## config.mk

```make
export PLATFORM = sky130hd
export DESIGN_NAME = uart_tx_arb
export DESIGN_NICKNAME = d
export VERILOG_FILES = /design/src/rtl/uart_tx_arb.sv
export SDC_FILE = /design/constraint.sdc
export NUM_CORES = 1
export LEC_CHECK = 0
export ABC_AREA = 1
export BUFFER_PORTS_ARGS = -buffer_cell sky130_fd_sc_hd__buf_2
export CAP_MARGIN = 0
export CORE_UTILIZATION = 41
export DETAILED_ROUTE_END_ITERATION = 10
export HOLD_SLACK_MARGIN = 0.03
export PLACE_DENSITY = 0.75
export RECOVER_POWER = 25
export SLEW_MARGIN = 20
export SYNTH_ARGS = -nofsm -noshare
export SYNTH_HDL_FRONTEND = slang
export SYNTH_SLANG_ARGS = --single-unit
```

## constraint.sdc

```tcl
create_clock -name clk -period 2.47 [get_ports clk]
set_clock_uncertainty 0.1 [all_clocks]
set_input_delay 0.1235 -clock clk [delete_from_list [all_inputs] [get_ports clk]]
set_output_delay 0.1235 -clock clk [all_outputs]
set_load 0.005 [all_outputs]
```

## src/rtl/uart_tx_arb.sv

```systemverilog
// Round-robin arbiter that lets N_REQ requesters share one UART transmitter.
// A grant latches the winner's payload and parity settings, strobes the UART
// for one cycle and then follows the UART BUSY flag until the frame is done.
// If BUSY never rises within BUSY_TMO cycles the frame is dropped and a
// one-cycle timeout pulse is raised.
//
// Handshakes: each REQ bit is held by its requester until it sees its ACK
// bit; ACK and DATA_VALID are both high for the single ISSUE cycle. The UART
// side has no ready: DATA_VALID is a strobe and TX_BUSY reports acceptance
// and completion.
module uart_tx_arb #(
  parameter int N_REQ      = 4,
  parameter int DATA_WIDTH = 8,
  parameter int BUSY_TMO   = 4,
  localparam int IW        = $clog2(N_REQ)
) (
  input  logic                        clk,
  input  logic                        rst,
  input  logic [N_REQ-1:0]            req_i,
  input  logic [N_REQ*DATA_WIDTH-1:0] req_data_i,
  input  logic [N_REQ-1:0]            req_par_en_i,
  input  logic [N_REQ-1:0]            req_par_typ_i,
  output logic [N_REQ-1:0]            ack_o,
  output logic [IW-1:0]               gnt_id_o,
  output logic [DATA_WIDTH-1:0]       p_data_o,
  output logic                        data_valid_o,
  output logic                        par_en_o,
  output logic                        par_typ_o,
  input  logic                        tx_busy_i,
  output logic                        arb_busy_o,
  output logic                        tmo_err_o,
  output logic [1:0]                  state_o
);

  localparam int CW = 4;

  typedef enum logic [1:0] {
    S_IDLE      = 2'd0,
    S_ISSUE     = 2'd1,
    S_WAIT_BUSY = 2'd2,
    S_WAIT_DONE = 2'd3
  } state_e;

  state_e                  state_q, state_d;
  logic [IW-1:0]           ptr_q, ptr_d;
  logic [CW-1:0]           cnt_q, cnt_d;
  logic [N_REQ-1:0]        ack_q, ack_d;
  logic                    tmo_q, tmo_d;
  logic [DATA_WIDTH-1:0]   data_q, data_d;
  logic                    par_en_q, par_en_d;
  logic                    par_typ_q, par_typ_d;
  logic [IW-1:0]           gnt_q, gnt_d;

  logic                    rr_found;
  logic [IW-1:0]           rr_idx;
  logic [IW:0]             rr_sum;
  logic [IW-1:0]           rr_cand;

  // Round-robin search: first set REQ bit at or above ptr, wrapping modulo N_REQ.
  always_comb begin
    rr_found = 1'b0;
    rr_idx   = '0;
    rr_sum   = '0;
    rr_cand  = '0;
    for (int i = 0; i < N_REQ; i++) begin
      rr_sum = {1'b0, ptr_q} + (IW+1)'(i);
      if (rr_sum >= (IW+1)'(N_REQ)) begin
        rr_sum = rr_sum - (IW+1)'(N_REQ);
      end
      rr_cand = rr_sum[IW-1:0];
      if (!rr_found && req_i[rr_cand]) begin
        rr_found = 1'b1;
        rr_idx   = rr_cand;
      end
    end
  end

  // Next-state logic: grant capture in IDLE, busy watchdog, completion tracking.
  always_comb begin
    state_d   = state_q;
    ptr_d     = ptr_q;
    cnt_d     = cnt_q;
    ack_d     = '0;
    tmo_d     = 1'b0;
    data_d    = data_q;
    par_en_d  = par_en_q;
    par_typ_d = par_typ_q;
    gnt_d     = gnt_q;
    case (state_q)
      S_IDLE: begin
        // External UART activity blocks new grants until BUSY falls.
        if (rr_found && !tx_busy_i) begin
          state_d        = S_ISSUE;
          data_d         = req_data_i[rr_idx*DATA_WIDTH +: DATA_WIDTH];
          par_en_d       = req_par_en_i[rr_idx];
          par_typ_d      = req_par_typ_i[rr_idx];
          gnt_d          = rr_idx;
          ack_d[rr_idx]  = 1'b1;
          ptr_d          = (rr_idx == IW'(N_REQ-1)) ? '0 : rr_idx + 1'b1;
        end
      end
      S_ISSUE: begin
        state_d = S_WAIT_BUSY;
        cnt_d   = '0;
      end
      S_WAIT_BUSY: begin
        if (tx_busy_i) begin
          state_d = S_WAIT_DONE;
        end else if (cnt_q == CW'(BUSY_TMO-1)) begin
          // UART never picked the frame up: drop it, no retry.
          state_d = S_IDLE;
          tmo_d   = 1'b1;
        end else begin
          cnt_d = cnt_q + 1'b1;
        end
      end
      S_WAIT_DONE: begin
        if (!tx_busy_i) begin
          state_d = S_IDLE;
        end
      end
      default: state_d = S_IDLE;
    endcase
  end

  // State and output registers; reset aborts any frame in flight without an ACK.
  always_ff @(posedge clk or posedge rst) begin
    if (rst) begin
      state_q   <= S_IDLE;
      ptr_q     <= '0;
      cnt_q     <= '0;
      ack_q     <= '0;
      tmo_q     <= 1'b0;
      data_q    <= '0;
      par_en_q  <= 1'b0;
      par_typ_q <= 1'b0;
      gnt_q     <= '0;
    end else begin
      state_q   <= state_d;
      ptr_q     <= ptr_d;
      cnt_q     <= cnt_d;
      ack_q     <= ack_d;
      tmo_q     <= tmo_d;
      data_q    <= data_d;
      par_en_q  <= par_en_d;
      par_typ_q <= par_typ_d;
      gnt_q     <= gnt_d;
    end
  end

  // Outputs decoded from state go to zero immediately with the async reset.
  always_comb begin
    data_valid_o = (state_q == S_ISSUE);
    arb_busy_o   = (state_q != S_IDLE);
    state_o      = state_q;
    ack_o        = ack_q;
    tmo_err_o    = tmo_q;
    p_data_o     = data_q;
    par_en_o     = par_en_q;
    par_typ_o    = par_typ_q;
    gnt_id_o     = gnt_q;
  end

endmodule

```

==> Word-level counts from Yosys, hierarchy flattened <==
Cells that the tools add are included.
{ "op_classes": {"add_sub_neg": 9, "n_reduce_logical": 15, "magnitude_cmp": 10, "eq_ne": 10, "muxes": 40, "shift": 1} }
{ "ops": {"columns": ["op", "n"], "rows": [
  ["indexed part select 32 x 6 -> 8 bit", 1],
  ["two-way mux 2 bit", 13],
  ["two-way mux 4 bit", 4],
  ["< comparator 2 x 3 -> 1 bit, second input constant", 5],
  ["two-way mux 1 bit", 14],
  ["binary-select mux 1 bit (select 2 bit)", 6],
  [">= comparator 3 bit, second input constant", 3],
  ["inequality test 2 bit, second input constant", 4],
  ["case mux 2 bit (4 select lines)", 1],
  ["case mux 4 bit (2 select lines)", 1],
  ["subtractor 2 x 1 -> 2 bit, second input constant", 4],
  ["adder 2 x 2 -> 3 bit, second input constant", 2],
  ["equality test 2 bit, second input constant", 3],
  ["AND reduction 3 bit", 2],
  ["logical AND 1 bit", 5],
  ["adder 4 x 1 -> 4 bit, second input constant", 1],
  ["equality test 4 x 2 -> 1 bit, second input constant", 1],
  ["zero test 1 bit", 4],
  ["nonzero test 2 bit", 2],
  ["adder 2 x 1 -> 3 bit, second input constant", 1],
  [">= comparator 2 x 3 -> 1 bit, second input constant", 1],
  ["inequality test 3 bit, second input constant", 1],
  ["adder 2 x 1 -> 2 bit, second input constant", 1],
  ["demux 1 bit (select 2 bit)", 1],
  ["4 further kinds", 4]
]} }
{ "totals": {"wordCells": 94, "in_bits": 47, "output_inout_bits": 21, "register_bits": 25} }

==> Depth between registers and ports, before layout <==
{ "depth": {"word_depth": 20, "ltp_mapped": 14, "ltp_nobuf": 13} }

==> Worst setup path before layout <==
Ideal clock, no wire load.
{ "synth_path": {"path_type": "flip-flop to flip-flop", "start": "register ptr_q[0]", "end": "register ptr_q[1]", "required_ns": 2.248, "period_less_slack_ns": 1.898, "setup_slack_ns": 0.572, "setup_time_ns": 0.122, "arrival_time_ns": 1.677, "n_path_buf": 2, "path_stages_with_launch": 14, "cell_sequence": "dfrtp_1 buf_6 nand2_1 nand2_2 nand2_2 nand2_2 nor2_4 nand3_4 nand3_2 buf_6 inv_2 ha_1 nand2_1 o21ai_1"} }
{ "synth_via": {"elab_chain_cells": 16, "word_cells_on_any_way": 42, "classes_between": "8 x add/sub; 4 x order compare; 1 x eq/ne; 21 x mux; 8 x reduce/logical"} }
{ "synth_lines": {"columns": ["item", "line", "rtl"], "rows": [
  ["from (decl)", "45", "logic [IW-1:0] ptr_q, ptr_d;"],
  ["from (signal assigned)", "140", "ptr_q <= ptr_d;"],
  ["parallel branches: the longest is 16 deep, another holds adder 2 x 1 -> 3 bit", null, null]
]} }
Parallel ways; which one is timed is not known. The select of a mux whose other input is x is not followed.
A chain may end at the register's enable or synchronous reset.

==> Worst setup path in the final report <==
Same ends and word-level chain as after synthesis.

==> metrics.txt <==
# TYPE chip_impl_metric gauge
chip_impl_info{name="outcome",value="complete, no violations"} 1
chip_impl_metric{name="floorplan.die.height",unit="µm"} 67.92
chip_impl_metric{name="layout-drive-gt1-share",unit=""} 0.2663
chip_impl_metric{name="first_global_vias",unit=""} 1719
chip_impl_metric{name="synth_nets",unit=""} 310
chip_impl_metric{name="critPathRequiredTime",unit="ns"} 2.53
chip_impl_metric{name="detail_route.wirelength",unit="µm"} 4251
chip_impl_metric{name="final_min_period_over_clock_period",unit=""} 0.9117
chip_impl_metric{name="slew_limit_fails",unit=""} 0
chip_impl_metric{name="detailedRoute.firstIterationViolations",unit=""} 82
chip_impl_metric{name="post_synth_instance_area",unit="µm²"} 1782
chip_impl_metric{name="insertion_delay_of_the_later_clocked_pin_in_the_worst_skew_pair",unit="ns"} 0.27
chip_impl_metric{name="synth_area_per_cell",unit="µm²"} 6.933
chip_impl_metric{name="worst-endpoint-arrival",unit="ns"} 2.31
chip_impl_metric{name="placementRows",unit=""} 23
chip_impl_info{name="synth_top_area_cell",value="sky130_fd_sc_hd__dfrtp_1"} 1
chip_impl_metric{name="initial_antenna_violation_count",unit=""} 0
chip_impl_metric{name="first_pass_iters",unit=""} 6
chip_impl_metric{name="cts_setup_buffers",unit=""} 0
chip_impl_metric{name="area_delta_synth_final",unit="%"} 22.26
chip_impl_metric{name="die_x",unit="µm"} 67.92
chip_impl_metric{name="vias",unit=""} 1827
chip_impl_info{name="clock_root_cell",value="sky130_fd_sc_hd__clkbuf_8"} 1
chip_impl_info{name="cts_tree",value="built"} 1
chip_impl_metric{name="tritoncts.num_buffers",unit=""} 3
chip_impl_metric{name="route.detailed.wl_per_inst",unit="µm"} 11.40
chip_impl_info{name="endpoint_type_of_the_worst_setup_path",value="flop"} 1
chip_impl_info{name="synth_top_cells_by_area",value="sky130_fd_sc_hd__dfrtp_1 35%, sky130_fd_sc_hd__nand2_1 23%, sky130_fd_sc_hd__nand3_1 14%, sky130_fd_sc_hd__ha_1 4.2%, sky130_fd_sc_hd__buf_6 3.2%"} 1
chip_impl_metric{name="total_placed_cells_including_tap_cells",unit=""} 367
chip_impl_metric{name="power.leakage",unit="nW"} 1.240
chip_impl_metric{name="port_buf_inserts",unit=""} 67
chip_impl_metric{name="synth_enable_flop_cells",unit=""} 0
chip_impl_metric{name="grt.total_usage",unit=""} 0.2038
chip_impl_metric{name="num_io_pins",unit=""} 68
chip_impl_metric{name="core_area",unit="µm²"} 4086
chip_impl_metric{name="max-slew-margin-rel",unit=""} 0.3841
chip_impl_metric{name="cts_num_sinks",unit=""} 25
chip_impl_metric{name="grt_pass1_wl",unit="µm"} 7182
chip_impl_metric{name="final_core_util",unit=""} 0.5331
chip_impl_metric{name="count_of_filler_cells_inserted_in_the_layout",unit=""} 407
chip_impl_metric{name="seq_area_frac_synth",unit=""} 0.3511
chip_impl_metric{name="clock_path_buffers",unit=""} 2
chip_impl_metric{name="timing_hold_violations_final",unit=""} 0
chip_impl_info{name="synth_top_flop_cell",value="sky130_fd_sc_hd__dfrtp_1"} 1
chip_impl_metric{name="fp.dieArea",unit="µm²"} 4613
chip_impl_metric{name="finalNonFillerCells",unit=""} 373
chip_impl_metric{name="dp_hpwl",unit="µm"} 3223
chip_impl_metric{name="final_antenna_net_count",unit=""} 0
chip_impl_info{name="rsz_0062_raised_after_global_routing",value="no"} 1
chip_impl_info{name="start_kind",value="flop"} 1
chip_impl_metric{name="max-cap-violations",unit=""} 0
chip_impl_metric{name="antenna_cells",unit=""} 0
chip_impl_metric{name="yosys_register_bits",unit=""} 25
chip_impl_metric{name="timing_worst_slew_pin_value",unit="ns"} 0.9229
chip_impl_info{name="criticalPathCategory",value="reg -> reg"} 1
chip_impl_metric{name="ys_async_sr_fraction",unit=""} 1.000
chip_impl_metric{name="place_congestion",unit=""} 0.8277
chip_impl_metric{name="fin_crit",unit="ns"} 2.252
chip_impl_metric{name="worst_ir_drop_vdd",unit="V"} 0.0005214
chip_impl_metric{name="largest_net_degree_at_the_start_of_global_routing",unit=""} 26
chip_impl_metric{name="fmaxAchievable",unit="MHz"} 444.1
chip_impl_metric{name="clk_pin_slew_worst_paths",unit="ns"} 0.09
chip_impl_metric{name="synthDistinctLibCells",unit=""} 26
chip_impl_metric{name="critical_path_peak_fanout",unit=""} 12
chip_impl_metric{name="post-route-drc-count",unit=""} 0
chip_impl_metric{name="tns",unit="ns"} 0
chip_impl_info{name="worst_min_delay_path_category",value="in -> reg"} 1
chip_impl_metric{name="floorplan.initialDensity",unit=""} 0.4360
chip_impl_metric{name="viasPerCell",unit=""} 4.898
chip_impl_metric{name="num-nets-final",unit=""} 377
chip_impl_metric{name="post_synth_inst_count",unit=""} 257
chip_impl_metric{name="powerDensity",unit="nW/µm²"} 1346
chip_impl_metric{name="final-setup-viol-count",unit=""} 0
chip_impl_metric{name="grt.overflow.total",unit=""} 0
chip_impl_metric{name="post-synth-top-area-fraction",unit=""} 0.3511
chip_impl_metric{name="synth-warning-count",unit=""} 0
chip_impl_metric{name="h-tree-depth",unit=""} 1
==> final cells by class <==
cell class                      instances  area, µm²  area share
Tap cell                               50      62.56     0.02872
Multi-Input combinational cell        202      998.5      0.4584
Sequential cell                        25      625.6      0.2872
Timing Repair Buffer                   73      375.4      0.1723
Clock buffer                            4      45.04     0.02068
Inverter                               19      71.32     0.03274
==> state kept, by name, summed over array words and instances, names as in the netlist <==
register and flops:
ack_o 4, cnt_q 4, gnt_id_o 2, p_data_o 8, par_en_o 1, par_typ_o 1, ptr_q 2, state_o 2
tmo_err_o 1
==> where the power goes <==
part	switching (W)	total, W	internal, W
Clock	0.000129	0.000244	0.000115
Sequential	0.000122	0.000681	0.000559
Combinational	0.00131	0.00201	0.000696
Total	0.00156	0.00293	0.00137
==> worst max-delay path, stage by stage (launching register included) <==
cell	delay [ns]
sky130_fd_sc_hd__dfrtp_1	0.56
sky130_fd_sc_hd__inv_2	0.16
sky130_fd_sc_hd__nand2_1	0.13
sky130_fd_sc_hd__nand3_2	0.08
sky130_fd_sc_hd__nand2_2	0.10
sky130_fd_sc_hd__inv_1	0.09
sky130_fd_sc_hd__nand3_1	0.07
sky130_fd_sc_hd__nand3_1	0.09
sky130_fd_sc_hd__nor2_2	0.23
sky130_fd_sc_hd__inv_1	0.13
sky130_fd_sc_hd__ha_1	0.28
sky130_fd_sc_hd__nand2_1	0.06
sky130_fd_sc_hd__o21ai_1	0.06
==> Yosys cell counts, types with 3 or more instances <==
cell                      count
sky130_fd_sc_hd__nor2_1       3
sky130_fd_sc_hd__nand2_2      6
sky130_fd_sc_hd__nand3_1     51
sky130_fd_sc_hd__nor2_2       3
sky130_fd_sc_hd__inv_2        5
sky130_fd_sc_hd__nand2_1    111
sky130_fd_sc_hd__dfrtp_1     25
sky130_fd_sc_hd__buf_6        5
sky130_fd_sc_hd__ha_1         6
sky130_fd_sc_hd__buf_2        4
sky130_fd_sc_hd__inv_1       14
sky130_fd_sc_hd__o21ai_0      3
==> logic make-up (layout without fill, tap and decap cells) <==
family,count (synthesis),after routing,synth area share
buffers and inverters,30,96,0.09129
and+or+nand+nor,183,183,0.4677
AOI/OAI and AO/OA,11,11,0.03792
xor gates and xnor gates,2,2,0.009833
adders and majority gates,6,6,0.04213
DFF,25,25,0.3511
==> what timing repair did <==
action,4_1_cts,5_1_grt
gates resized for setup,0,1
endpoints found under the hold margin,26,0
setup endpoints to repair,0,10
hold buffers,2,0
==> layout by cell type (no fill, tap or decap), types with 3 or more instances in the layout <==
| cell | Yosys | routed |
|---|---|---|
| sky130_fd_sc_hd__clkbuf_8 | 0 | 3 |
| sky130_fd_sc_hd__buf_4 | 2 | 4 |
| sky130_fd_sc_hd__buf_2 | 4 | 59 |
| sky130_fd_sc_hd__nand2_2 | 6 | 6 |
| sky130_fd_sc_hd__nand2_1 | 111 | 111 |
| sky130_fd_sc_hd__dfrtp_1 | 25 | 25 |
| sky130_fd_sc_hd__inv_1 | 14 | 14 |
| sky130_fd_sc_hd__ha_1 | 6 | 6 |
| sky130_fd_sc_hd__clkbuf_1 | 0 | 8 |
| sky130_fd_sc_hd__nor2_1 | 3 | 3 |
| sky130_fd_sc_hd__nand3_1 | 51 | 51 |
| sky130_fd_sc_hd__inv_2 | 5 | 5 |
| sky130_fd_sc_hd__o21ai_0 | 3 | 3 |
==> layer usage <==
metal  GRT usage  wire [µm]
met5           0          0
met4     0.04688         45
met3     0.03167        254
met2      0.3431       1926
met1      0.2719       2025
==> worst paths after layout <==
kind / depth (start not counted) / slack [ns] / start / end
worst max-delay path: 12 / 0.22 / ptr_q[0] / ptr_q[1]
worst min-delay path: 5 / 0.07 / req_data_i[1] / p_data_o[1]
worst max register to register: 12 / 0.22 / ptr_q[0] / ptr_q[1]
worst min register to register: 2 / 0.40 / gnt_id_o[0] / gnt_id_o[0]
max in group asynchronous: 3 / 1.22 / rst / p_data_o[6]
min in group asynchronous: 3 / 0.49 / rst / cnt_q[2]
==> metrics by stage <==
stage	total power, W	hold slack [ns]	instance area (µm²)	setup slack [ns]
after floorplan	0.002276	0.05082	1782	0.5715
after global routing	0.003278	0.09475	2178	0.03193
after detailed placement	0.002674	0.2717	2118	0.2323
final	0.002931	0.06925	2178	0.2180
after CTS	0.002928	0.06226	2183	0.2066
after global placement	0.002661	0.2612	2118	0.3440
Note: power is estimated with default switching activity, not from simulation.
